**src/rtl/pipe_stage_skid_if.sv**
```systemverilog
// Handshake and payload bundle between two pipeline stages around a pipe_stage_skid.
// The master side is the surrounding pipeline (producer and consumer); the slave side is the stage register.
interface pipe_stage_skid_if #(
    parameter int DATA_W = 96,
    parameter int REG_W  = 5,
    parameter int TNEW_W = 3
);
    logic              in_valid;
    logic              in_ready;
    logic [DATA_W-1:0] in_data;
    logic [31:0]       in_pc;
    logic [REG_W-1:0]  in_reg;
    logic [TNEW_W-1:0] in_tnew;
    logic [4:0]        in_exc;

    logic              out_valid;
    logic              out_ready;
    logic [DATA_W-1:0] out_data;
    logic [31:0]       out_pc;
    logic [REG_W-1:0]  out_reg;
    logic [TNEW_W-1:0] out_tnew;
    logic [4:0]        out_exc;
    logic [1:0]        occupancy;

    modport master (
        output in_valid, in_data, in_pc, in_reg, in_tnew, in_exc, out_ready,
        input  in_ready, out_valid, out_data, out_pc, out_reg, out_tnew, out_exc, occupancy
    );

    modport slave (
        input  in_valid, in_data, in_pc, in_reg, in_tnew, in_exc, out_ready,
        output in_ready, out_valid, out_data, out_pc, out_reg, out_tnew, out_exc, occupancy
    );
endinterface

```
**src/rtl/pipe_stage_skid.sv**
```systemverilog
// Inter-stage pipeline register with a 2-entry skid buffer for the five-stage MIPS core.
// Carries payload plus hazard fields (PC, destination register, T_new, ExcCode).
// in_ready depends only on registered occupancy, so stall back-pressure never forms a
// combinational path from out_ready back to in_ready. Flush leaves a bubble carrying flush_pc.
module pipe_stage_skid #(
    parameter int          DATA_W   = 96,
    parameter int          REG_W    = 5,
    parameter int          TNEW_W   = 3,
    parameter logic [31:0] PC_RESET = 32'h0000_3000
) (
    input  logic                 clk,
    input  logic                 reset,
    input  logic                 flush,
    input  logic [31:0]          flush_pc,
    pipe_stage_skid_if.slave     bus
);

    // Occupancy doubles as the state encoding: the state value is the number of held entries.
    typedef enum logic [1:0] {
        S_EMPTY = 2'd0,
        S_ONE   = 2'd1,
        S_TWO   = 2'd2
    } state_t;

    typedef struct packed {
        logic [DATA_W-1:0] data;
        logic [31:0]       pc;
        logic [REG_W-1:0]  rd;
        logic [TNEW_W-1:0] tnew;
        logic [4:0]        exc;
    } entry_t;

    // T_new counts down by one stage on capture and never wraps below zero.
    function automatic logic [TNEW_W-1:0] sat_dec(input logic [TNEW_W-1:0] t);
        logic [TNEW_W-1:0] one;
        one = {{(TNEW_W-1){1'b0}}, 1'b1};
        return (t != '0) ? (t - one) : '0;
    endfunction

    state_t r_state;
    state_t w_state_nxt;
    entry_t r_head;
    entry_t r_skid;
    entry_t w_head_nxt;
    entry_t w_skid_nxt;
    entry_t w_cap;

    logic w_in_ready;
    logic w_head_vld;
    logic w_accept;
    logic w_release;

    assign w_in_ready = (r_state != S_TWO);
    assign w_head_vld = (r_state != S_EMPTY);
    assign w_accept   = bus.in_valid & w_in_ready;
    assign w_release  = w_head_vld & bus.out_ready;

    // Build the entry as it will be stored: only T_new is transformed.
    always_comb begin
        w_cap      = '0;
        w_cap.data = bus.in_data;
        w_cap.pc   = bus.in_pc;
        w_cap.rd   = bus.in_reg;
        w_cap.tnew = sat_dec(bus.in_tnew);
        w_cap.exc  = bus.in_exc;
    end

    // Next-state and entry movement; flush overrides every accept/release in its cycle.
    always_comb begin
        w_state_nxt = r_state;
        w_head_nxt  = r_head;
        w_skid_nxt  = r_skid;
        if (flush) begin
            w_state_nxt   = S_EMPTY;
            w_head_nxt.pc = flush_pc;
        end else begin
            case (r_state)
                S_EMPTY: begin
                    if (w_accept) begin
                        w_head_nxt  = w_cap;
                        w_state_nxt = S_ONE;
                    end
                end
                S_ONE: begin
                    if (w_release && w_accept) begin
                        w_head_nxt = w_cap;
                    end else if (w_release) begin
                        // Head PC is kept so an empty stage still shows the last released PC.
                        w_state_nxt = S_EMPTY;
                    end else if (w_accept) begin
                        w_skid_nxt  = w_cap;
                        w_state_nxt = S_TWO;
                    end
                end
                S_TWO: begin
                    if (w_release) begin
                        w_head_nxt  = r_skid;
                        w_state_nxt = S_ONE;
                    end
                end
                default: begin
                    w_state_nxt = S_EMPTY;
                end
            endcase
        end
    end

    // State and entry registers; reset takes priority over flush.
    always_ff @(posedge clk) begin
        if (reset) begin
            r_state <= S_EMPTY;
            r_head  <= '{data: '0, pc: PC_RESET, rd: '0, tnew: '0, exc: '0};
            r_skid  <= '0;
        end else begin
            r_state <= w_state_nxt;
            r_head  <= w_head_nxt;
            r_skid  <= w_skid_nxt;
        end
    end

    // Output gating: invalid head shows zeros except the bubble PC; a faulting head never writes a register.
    always_comb begin
        bus.out_valid = w_head_vld;
        bus.out_pc    = r_head.pc;
        bus.out_data  = '0;
        bus.out_reg   = '0;
        bus.out_tnew  = '0;
        bus.out_exc   = '0;
        if (w_head_vld) begin
            bus.out_data = r_head.data;
            bus.out_tnew = r_head.tnew;
            bus.out_exc  = r_head.exc;
            bus.out_reg  = (r_head.exc != 5'd0) ? '0 : r_head.rd;
        end
    end

    assign bus.in_ready  = w_in_ready;
    assign bus.occupancy = r_state;

endmodule

```
**src/flat_wrapper.sv**
```systemverilog
// flat-port wrapper written by rule: the top's interface ports become plain ports
module pipe_stage_skid_flat 
#(
    parameter int          DATA_W   = 96,
    parameter int          REG_W    = 5,
    parameter int          TNEW_W   = 3,
    parameter logic [31:0] PC_RESET = 32'h0000_3000
)
  (clk, reset, flush, flush_pc, bus_in_valid, bus_in_data, bus_in_pc, bus_in_reg, bus_in_tnew, bus_in_exc, bus_out_ready, bus_in_ready, bus_out_valid, bus_out_data, bus_out_pc, bus_out_reg, bus_out_tnew, bus_out_exc, bus_occupancy);
  pipe_stage_skid_if #(.DATA_W(DATA_W), .REG_W(REG_W), .TNEW_W(TNEW_W)) bus_i ();
  input  logic clk;
  input  logic reset;
  input  logic flush;
  input  logic [31:0] flush_pc;
  input wire logic [$bits(bus_i.in_valid)-1:0] bus_in_valid;
  input wire logic [$bits(bus_i.in_data)-1:0] bus_in_data;
  input wire logic [$bits(bus_i.in_pc)-1:0] bus_in_pc;
  input wire logic [$bits(bus_i.in_reg)-1:0] bus_in_reg;
  input wire logic [$bits(bus_i.in_tnew)-1:0] bus_in_tnew;
  input wire logic [$bits(bus_i.in_exc)-1:0] bus_in_exc;
  input wire logic [$bits(bus_i.out_ready)-1:0] bus_out_ready;
  output wire logic [$bits(bus_i.in_ready)-1:0] bus_in_ready;
  output wire logic [$bits(bus_i.out_valid)-1:0] bus_out_valid;
  output wire logic [$bits(bus_i.out_data)-1:0] bus_out_data;
  output wire logic [$bits(bus_i.out_pc)-1:0] bus_out_pc;
  output wire logic [$bits(bus_i.out_reg)-1:0] bus_out_reg;
  output wire logic [$bits(bus_i.out_tnew)-1:0] bus_out_tnew;
  output wire logic [$bits(bus_i.out_exc)-1:0] bus_out_exc;
  output wire logic [$bits(bus_i.occupancy)-1:0] bus_occupancy;
  assign bus_i.in_valid = bus_in_valid;
  assign bus_i.in_data = bus_in_data;
  assign bus_i.in_pc = bus_in_pc;
  assign bus_i.in_reg = bus_in_reg;
  assign bus_i.in_tnew = bus_in_tnew;
  assign bus_i.in_exc = bus_in_exc;
  assign bus_i.out_ready = bus_out_ready;
  assign bus_in_ready = bus_i.in_ready;
  assign bus_out_valid = bus_i.out_valid;
  assign bus_out_data = bus_i.out_data;
  assign bus_out_pc = bus_i.out_pc;
  assign bus_out_reg = bus_i.out_reg;
  assign bus_out_tnew = bus_i.out_tnew;
  assign bus_out_exc = bus_i.out_exc;
  assign bus_occupancy = bus_i.occupancy;
  pipe_stage_skid #(.DATA_W(DATA_W), .REG_W(REG_W), .TNEW_W(TNEW_W), .PC_RESET(PC_RESET)) u_core (.clk(clk), .reset(reset), .flush(flush), .flush_pc(flush_pc), .bus(bus_i));
endmodule
```
**config.mk**
```make
export PLATFORM = sky130hd
export DESIGN_NAME = pipe_stage_skid_flat
export DESIGN_NICKNAME = d
export VERILOG_FILES = /design/src/rtl/pipe_stage_skid_if.sv /design/src/rtl/pipe_stage_skid.sv /design/src/flat_wrapper.sv
export SDC_FILE = /design/constraint.sdc
export NUM_CORES = 1
export LEC_CHECK = 0
export CAP_MARGIN = 20
export CELL_PAD_IN_SITES_DETAIL_PLACEMENT = 0
export CELL_PAD_IN_SITES_GLOBAL_PLACEMENT = 1
export CORE_ASPECT_RATIO = 0.75
export CORE_MARGIN = 3
export CORE_UTILIZATION = 37
export DETAILED_ROUTE_END_ITERATION = 7
export PLACE_DENSITY = 0.92
export SKIP_LAST_GASP = 1
export SLEW_MARGIN = 20
export SYNTH_ARGS = -nofsm -noshare
export SYNTH_HDL_FRONTEND = slang
export SYNTH_SLANG_ARGS = --single-unit
```
**constraint.sdc**
```tcl
create_clock -name clk -period 2.19 [get_ports clk]
set_input_delay 0.219 -clock clk [delete_from_list [all_inputs] [get_ports clk]]
set_output_delay 0.219 -clock clk [all_outputs]
set_load 0.02 [all_outputs]
```
==> reports/results.txt <==
Count of flip-flops with a built-in enable after synthesis: 0. The number of max-capacitance violations reported is 0. The share of async-settable or async-resettable flops after synthesis is 0%. The die width was 220.1 µm; the count of final max-slew check failures was 0. The average detailed-routed wire length per instance is 17.54 µm. Relative to the synthesized area, the layout overhead comes to 34.67%. Entering global routing, the biggest net connects 155 pins. The run gives 5 as the number of antenna violations at the first check in global routing. The launching element type of the critical path was a flop.

Among all flip-flop cells after synthesis, the most frequent one is sky130_fd_sc_hd__dfxtp_1. Clock-pin slew was measured on the worst setup and hold paths at 0.06 ns. The tools report the final total power as 12400 µW. Setup repair after global routing could not meet its margin everywhere. Row generation in the floorplan step produced 58 rows. The count of nets left with antenna violations after detail routing is 0, and the highest clock rate is 0.4703 GHz.

The number of hold violations in the final report came out at 0. The run gives 11291 as the number of vias after detailed routing. Global routing finished with a remaining overflow of 0. The worst hold path begins at reset. The tools report the sequential fraction of the synthesis area as 44.72%. TritonCTS built the clock tree. For this run, design rule violations remaining after detail routing come to 0. The leading area contributor after synthesis is sky130_fd_sc_hd__dfxtp_1.

The run finished with clean final reports. For the relative slew slack, the log shows 45.03%. After legalization and detailed placement, the total HPWL measured 24440 µm. The tools report the clock tree skew after final layout as 0.006772 ns. Counting every sink on the clock net gives 284. For the cell count after synthesis, the log shows 1455. The areal power density over the cells works out to 724.0 nW/µm².

Global routing met3 resource utilization: 4.706%. The first routing iteration left 884 violations. Global routing consumed, on the met1 layer, 26.44% of the routing resources.

Worst-case setup slack after placement: 0.08412 ns. The total nets after synthesis was 1635; the total negative slack was 0 ns. Synthesis inferred 284 register bits. The post-route netlist has 8.471% of its cells at a drive strength greater than 1. The mapped netlist covers 12710 µm². The multi-input combinational cell area was 6066 µm²; the area of the die was 36650 µm².

The first global-routing pass estimated 60020 µm of wire. For this design the static power due to leakage is 0.007316 µW. The shortest period the worst path allows works out to 2.126 ns. After floorplanning, the core was sized to cover 33670 µm². Setup violations remaining at the end of the flow were counted as 0. Sorting the synthesized cells by how often they occur yields 284 x sky130_fd_sc_hd__dfxtp_1, 284 x sky130_fd_sc_hd__nand2_1, 252 x sky130_fd_sc_hd__a21oi_1. Global routing used 32.70% of the available met2 tracks. The tools report the root buffer cell as sky130_fd_sc_hd__clkbuf_16.

Total detailed-routing wirelength: 37730 µm. The final critical-path share of the clock period was 97.09%. The run gives 19.82% as the total routing resource utilization after global routing. The average cell area after synthesis is 8.739 µm², and the post-layout net count is 1861.

The filler cells instantiated in the layout total 3077. Sorting the synthesized cells by area gives the leading types as sky130_fd_sc_hd__dfxtp_1 45%, sky130_fd_sc_hd__mux2i_1 11%, sky130_fd_sc_hd__a21oi_1 9.9%. The clock network latency to the later pin of the worst-skew pair came out at 0.54 ns.

The via density per instance is 5.249. Core utilization of the finished layout: 50.85%. For the worst setup path, the data required time is 1.97 ns. Once the floorplan was initialized, standard cells occupied 37.76% of the core.

In this run the worst setup path begins at u_core.bus.occupancy[0]. The number of hold buffers added after CTS was 0. The first-pass iteration count of the detailed router was 6; the count of yosys warnings during synthesis was 0.

For the pin with the worst max-slew slack, the measured transition is 0.8246 ns. The post-route worst hold slack is 0.03846 ns, and the largest vdd supply drop is 0.4693 mV. The layer flagged by global routing as most heavily used is met2. The tools report the endpoint kind of the worst setup timing path as a primary output. In the final layout, flip-flops and latches occupy 5685 µm². Data on the critical path arrives at its endpoint at 1.91 ns.

Routability-driven placement finished with a final weighted congestion of 0.7890. The maximum level of the CTS H-tree came out at 1. Measured along the y axis, the die boundary spans 166.5 µm. The run gives 11182 as the number of global-route vias before repair. The biggest fanout along the worst timing path came out at 51. Setup slack after layout: 0.06367 ns. The count of pins on the block boundary came out at 323. In this run the critical register-to-register path is launched from u_core.bus.occupancy[0]. Counting the buffers created by CTS gives 29. Counting along the longest clock path gives a buffer depth of 3. The min-delay analysis places its worst path in the category in2reg. The critical path is of the reg2out type. After synthesis, the largest area contributor takes up 44.72% of total cell area. The number of different library cells used by synthesis comes to 30.

The number of input and output port buffers inserted is 322.
## where the power goes
group / internal [µW] / leakage, µW / switching, µW
clock: 3350 / 0.000506 / 2020
sequential: 5380 / 0.00232 / 108
combinational: 755 / 0.00449 / 775
total: 9490 / 0.00732 / 2910
## stage by stage
stage	std cells	instance area (µm²)
after floorplan	1455	12710
after global placement	2098	16240
after detailed placement	2098	16240
after CTS	2150	17240
after global routing	2151	17120
final	2151	17120
## critical path: stages, from the launching register on
cell	delay [ns]
sky130_fd_sc_hd__dfxtp_1	0.31
sky130_fd_sc_hd__or2_4	0.30
sky130_fd_sc_hd__buf_12	0.20
sky130_fd_sc_hd__and2_1	0.21
sky130_fd_sc_hd__dlygate4sd2_1	0.33
## path summary, 6_finish.rpt
kind,to,slack (ns),cells after the start
max,bus_out_data[1],0.06,4
min reg2reg,u_core.r_skid[49],0.45,2
max reg2reg,u_core.r_head[91],0.20,7
min,u_core.r_skid[35],0.04,2
## cell usage in the layout (no fill, tap or decap), types with 5 or more instances in the layout
master                            count
sky130_fd_sc_hd__bufinv_16            6
sky130_fd_sc_hd__buf_2                7
sky130_fd_sc_hd__a221o_1             30
sky130_fd_sc_hd__mux2i_1            140
sky130_fd_sc_hd__a21oi_1            252
sky130_fd_sc_hd__dlygate4sd2_1       76
sky130_fd_sc_hd__clkbuf_2            17
sky130_fd_sc_hd__nand2_1            284
sky130_fd_sc_hd__clkbuf_16           29
sky130_fd_sc_hd__and2_1             109
sky130_fd_sc_hd__a311oi_1           108
sky130_fd_sc_hd__dfxtp_1            284
sky130_fd_sc_hd__nor2_1               5
sky130_fd_sc_hd__clkbuf_8             8
sky130_fd_sc_hd__nor3_1              33
sky130_fd_sc_hd__clkdlybuf4s15_2      6
sky130_fd_sc_hd__clkdlybuf4s50_1    211
sky130_fd_sc_hd__buf_12              25
sky130_fd_sc_hd__buf_4               29
sky130_fd_sc_hd__clkbuf_1             5
sky130_fd_sc_hd__inv_1                5
## repair_timing
item	in CTS	in global routing
setup endpoints to repair	109	30
pin swaps	1	0
gates cloned	1	0
resized for setup	154	26
setup buffers	1	0
## state kept, by name, summed over array words and instances (netlist names)
signal,count
u_core.bus.occupancy,2
u_core.bus.out_pc,32
u_core.r_head,109
u_core.r_skid,141
## metal layers
layer / wire, µm / part of all wire [%]
met5: 60 / 0.16
met4: 830 / 2.2
met3: 2667 / 7.1
met2: 17210 / 46
met1: 16960 / 45
## area by class of cell
class                      instances  share of cell area, %
multi-input combinational        986                  35.43
sequential                       284                  33.20
clock inverter                     9                  1.155
antenna                            1                0.01461
timing repair buffer             374                  21.84
clock buffer                      41                  4.910
tap                              450                  3.288
inverter                           6                 0.1608
## cells by family after synthesis
| logic type | synth area share (%) |
|---|---|
| muxes | 11.02 |
| AOI/OAI and AO/OA | 20.31 |
| buffers and inverters | 7.882 |
| adders and majority gates | 0.1968 |
| and+or+nand+nor | 15.87 |
| DFF | 44.72 |
No activity file was read; power rests on OpenSTA's default activity.
==> RTL edit 1: new RTL, config.mk and constraints unchanged <==
Reset style: asynchronous (`reset`), changed in one clocked block.
--- a/src/rtl/pipe_stage_skid.sv
+++ b/src/rtl/pipe_stage_skid.sv
@@ -106,7 +106,7 @@
     end
 
     // State and entry registers; reset takes priority over flush.
-    always_ff @(posedge clk) begin
+    always_ff @(posedge clk or posedge reset) begin
         if (reset) begin
             r_state <= S_EMPTY;
             r_head  <= '{data: '0, pc: PC_RESET, rd: '0, tnew: '0, exc: '0};
Formal check against the unedited RTL: not equivalent (a bounded check fails within 4 cycles, from zero or initial values and one cycle with reset high; the reset may be asserted at any time).
==> RTL edit 1 against the unedited design <==
The flow now finishes with violations (setup timing); final area increased by 17%; routed wire length increased by 13%; register-to-register slack got worse by 0.30 ns; sequential cell count unchanged; first-iteration DRC count decreased by 43%; worst setup slack got worse by 0.17 ns; synthesized area increased by 9.6%; die area increased by 9.3%.
Power is not compared: it rests on default switching activity, and its combinational part moved more than twofold at a synthesized area within 25%.
==> RTL edit 1: results (changes against the unedited design) <==
| Metric | Value |
|---|---|
| Final WS setup | `-0.101 ns (-0.165 ns)` |
| Seq Cell Count | `284 (unchanged)` |
| Number of non-clock buffers in the layout | `426 (+14%)` |
| Met2 Use GR | `0.293 (-0.0343)` |
| Skew final | `0.00862 ns (+0.00185 ns)` |
| Slew margin rel. | `0.575 (+0.125)` |
| Multi-input logic area | `6560 sq um (+8.1%)` |
| RR Endpoint | `u_core.r_head[137]` |
| Distinct cell type count after synthesis | `38 (+27%)` |
| Met1 Usage GRT | `0.242 (-0.0227)` |
| First-pass GRT wire length | `57.6 mm (-4.1%)` |
| Hold Path Class | `in2async` |
| Final setup viols | `105 (+105)` |
| Inverters | `9 (+3)` |
| Post-synthesis sequential area ratio | `0.510 (+0.0629)` |
| Violated checks | `setup timing` |
| Vias in the first global route | `10,062 (-10%)` |
| Synth Area in Compound Gates | `0.0508 (-0.152)` |
| Non-clk buf share | `0.229 (+0.0111)` |
| Register share of the cell area | `0.356 (+0.0236)` |
| WL met1 | `19.0 mm (+12%)` |
| Async S/R FF share, synth | `1.00 (+1.00)` |
| CP arrival | `2.73 ns (+0.82 ns)` |
| Area share of fa/ha/maj cells after synthesis | `0.00628 (+0.00431)` |
| Mux contribution to synthesized area | `0.313 (+0.203)` |
| Outcome | `complete, but fails checks` |
| Top cells by count, synth | `345 x mux2_2, 282 x dfrtp_1, 107 x nor2b_1, 43 x buf_4` |
| Clk_buf instances | `40 (-2.4%)` |
| Nets | `1,603 (-14%)` |
| Clk cell area share | `0.0538 (-0.00682)` |
| Routability cong. | `0.817 (+3.5%)` |
| CP max stage delay | `0.39 ns (+0.06 ns)` |
| Top sig layer | `met4` |
| Met3 Use GR | `0.0491 (+0.00208)` |
| DP Wirelength | `24.4 mm (-0.13%)` |
| WL met2 | `19.9 mm (+16%)` |
| Post-CTS Resized | `315 (+100%)` |
| Share of layout cells above drive strength 1 | `0.470 (+0.385)` |
| Initial antenna violation count | `2 (-3)` |
| Largest net degree at the start of global routing | `99 (-36%)` |
| CTS Buf Count | `30 (+3.4%)` |
| Post-CTS Setup Inserts | `12 (+11)` |
| Final wirelength | `42.6 mm (+13%)` |
| Post-Syn Nets | `1,253 (-23%)` |
| Launch point of the worst path | `u_core.bus.occupancy[1]` |
| #MultiIn Comb | `667 (-32%)` |
| Worst skew pair latency | `0.56 ns (+0.02 ns)` |
| DR pass1 iterations | `5 (-1)` |
-- RTL edit 1: cell count changes after synthesis, sizes merged, moves of 32 or more --
cell	delta
mux2	+355
dfxtp	-284
dfrtp	+282
nand2	-279
a21oi	-219
a311oi	-108
nor2b	+108
mux2i	-107
and2	-104
clkbuf	-52
a22o	+33
nor3	-33
o21ai	+32
-- RTL edit 1: power breakdown --
group | internal (mW) | switching (mW)
clock | 3.42 | 2.16
combinational | 7.32 | 6.09
sequential | 7.84 | 1.33
total | 18.6 | 9.58
-- RTL edit 1: per-stage QoR --
step / TNS [ns] / std cells / util / worst slack (ns) / power [mW]
2_1_floorplan: -506.53 / 1068 / - / -1.79 / 16.1
4_1_cts: -7.58 / 1890 / 0.520 / -0.179 / 26.2
6_report: -4.46 / 1937 / 0.548 / -0.101 / 28.2
3_3_place_gp: -0.0162 / 1819 / 0.486 / -0.0162 / 20.0
3_5_place_dp: -0.0802 / 1819 / 0.486 / -0.0434 / 20.4
5_1_grt: -16.67 / 1937 / 0.548 / -0.196 / 29.6
==> RTL edit 2: new RTL, same flow settings <==
Without the edit above. `DATA_W` is set to 96 in 3 places; all go to 88.
--- a/src/rtl/pipe_stage_skid_if.sv
+++ b/src/rtl/pipe_stage_skid_if.sv
@@ -1,7 +1,7 @@
 // Handshake and payload bundle between two pipeline stages around a pipe_stage_skid.
 // The master side is the surrounding pipeline (producer and consumer); the slave side is the stage register.
 interface pipe_stage_skid_if #(
-    parameter int DATA_W = 96,
+    parameter int DATA_W = 88,
     parameter int REG_W  = 5,
     parameter int TNEW_W = 3
 );
--- a/src/rtl/pipe_stage_skid.sv
+++ b/src/rtl/pipe_stage_skid.sv
@@ -3,7 +3,7 @@
 // in_ready depends only on registered occupancy, so stall back-pressure never forms a
 // combinational path from out_ready back to in_ready. Flush leaves a bubble carrying flush_pc.
 module pipe_stage_skid #(
-    parameter int          DATA_W   = 96,
+    parameter int          DATA_W   = 88,
     parameter int          REG_W    = 5,
     parameter int          TNEW_W   = 3,
     parameter logic [31:0] PC_RESET = 32'h0000_3000
--- a/src/flat_wrapper.sv
+++ b/src/flat_wrapper.sv
@@ -1,7 +1,7 @@
 // flat-port wrapper written by rule: the top's interface ports become plain ports
 module pipe_stage_skid_flat 
 #(
-    parameter int          DATA_W   = 96,
+    parameter int          DATA_W   = 88,
     parameter int          REG_W    = 5,
     parameter int          TNEW_W   = 3,
     parameter logic [31:0] PC_RESET = 32'h0000_3000
Interface: changed (resized bus_in_data and bus_out_data); port bits go from 323 to 307. The function was not compared with the original's and may differ.
==> RTL edit 2 against the unedited design <==
Critical path depth grew 1; final area fell by 5.8%; routed wire length down 6.2%; hold slack improved by 0.11 ns; sequential cell count fell by 16; core utilization grew 0.20 points; die area decreased by 5.6%; global-route usage down 0.45 points; worst setup slack worse by 0.032 ns; combinational power fell by 5%; total power shrank 8.8%; synthesized area fell by 5.8%; critical path type unchanged; largest power group unchanged.
==> RTL edit 2: results (changes against the unedited design) <==
| Metric | Value |
|---|---|
| Cell Area, Placed | `15,300 sq um (-6.1%)` |
| Share of layout cells above drive strength 1 | `0.101 (+0.0166)` |
| Distinct cell type count after synthesis | `28 (-6.7%)` |
| Reg2Reg Launch Point | `u_core.bus.occupancy[1]` |
| Slowest CP cell | `dfxtp_4` |
| Post-synthesis sequential area ratio | `0.448 (+0.000817)` |
| Worst-margin pin slew | `0.750 ns (-0.0749 ns)` |
| Largest net degree at the start of global routing | `235 (+52%)` |
| Initial antenna violation count | `4 (-1)` |
| Max VDD drop | `414 uV (-12%)` |
| CTS Buf Count | `28 (-3.4%)` |
| Number of fillers in the final layout | `2,916 (-5.2%)` |
| Nets | `1,761 (-5.4%)` |
| Max reg flops | `133 (-5.7%)` |
| Syn Area/Cell | `8.71 sq um (-0.33%)` |
| Post-DR wirelength/cell | `17.3 um (-1.3%)` |
| Min Tclk post-route | `2.16 ns (+0.0316 ns)` |
| GRT Overall Usage | `0.194 (-0.00446)` |
| Routability cong. | `0.809 (+2.5%)` |
| LEAKAGE | `6.77 nW (-7.4%)` |
| CP max FO | `18 (-65%)` |
| DR pass1 iterations | `5 (-1)` |
| Outcome | `finished, final reports clean` |
| CP arrival | `1.94 ns (+0.03 ns)` |
| Reg2reg setup slack | `0.22 ns (+0.02 ns)` |
| First-iteration detailed-routing DRC count | `666 (-25%)` |
-- RTL edit 2: power by group --
group / internal, mW / switching (mW) / total [mW] / leakage, nW
logic: 0.721 / 0.734 / 1.46 / 4.14
registers: 5.08 / 0.107 / 5.18 / 2.19
clock network: 2.71 / 1.95 / 4.66 / 0.448
total: 8.51 / 2.79 / 11.3 / 6.77
-- RTL edit 2: routing by layer --
layer  share of wire  wire length [um]  up-vias  track usage
met1            0.46             16400     4993        0.271
met3           0.071              2510       61       0.0552
met4           0.021               731        6       0.0411
met5          0.0011                40        -            0
met2            0.44             15700      296        0.299
li1                -                 -     5268            -
-- RTL edit 2: area by class of cell --
cell class | instances | area, sq um | area share
clock buffer | 41 | 821 | 0.0509
inverter | 6 | 27.5 | 0.00171
sequential | 268 | 5370 | 0.333
timing repair buffer | 355 | 3540 | 0.219
clock inverter | 9 | 85.1 | 0.00527
multi-input combinational | 930 | 5750 | 0.356
tap | 435 | 544 | 0.0337
-- RTL edit 2: worst max-delay path: cells and delay by family, from the launching register on --
| kind | cells | cell delay, ns |
|---|---|---|
| and+or+nand+nor | 2 | 0.45 |
| DFF | 1 | 0.34 |
| buffers and inverters | 3 | 0.61 |
-- RTL edit 2: worst min-delay path by stage --
stage,from,endpoint,slack [ns],cells after the start
2_1_floorplan,bus_out_ready,u_core.bus.occupancy[1],0.29,1
3_3_place_gp,u_core.r_skid[116],u_core.r_skid[116],0.44,2
3_5_place_dp,u_core.r_skid[72],u_core.r_skid[72],0.45,2
4_1_cts,bus_in_data[70],u_core.r_skid[115],0.22,3
5_1_grt,reset,u_core.r_skid[41],0.15,3
6_report,reset,u_core.r_skid[31],0.15,3
-- RTL edit 2: cell families after synthesis --
| logic type | count (synthesis) | synth area share |
|---|---|---|
| DFF | 268 | 0.448 |
| buffers and inverters | 177 | 0.0772 |
| and+or+nand+nor | 421 | 0.159 |
| adders and majority gates | 2 | 0.00209 |
| muxes | 132 | 0.110 |
| AOI/OAI and AO/OA | 375 | 0.203 |
-- RTL edit 2: what timing repair did --
item                       4_1_cts  5_1_grt
setup endpoints to repair      102       31
setup buffers                    3        2
gates resized for setup        244       23
hold buffers                     0        0
gates cloned                     1        0
pin swaps                        1        2
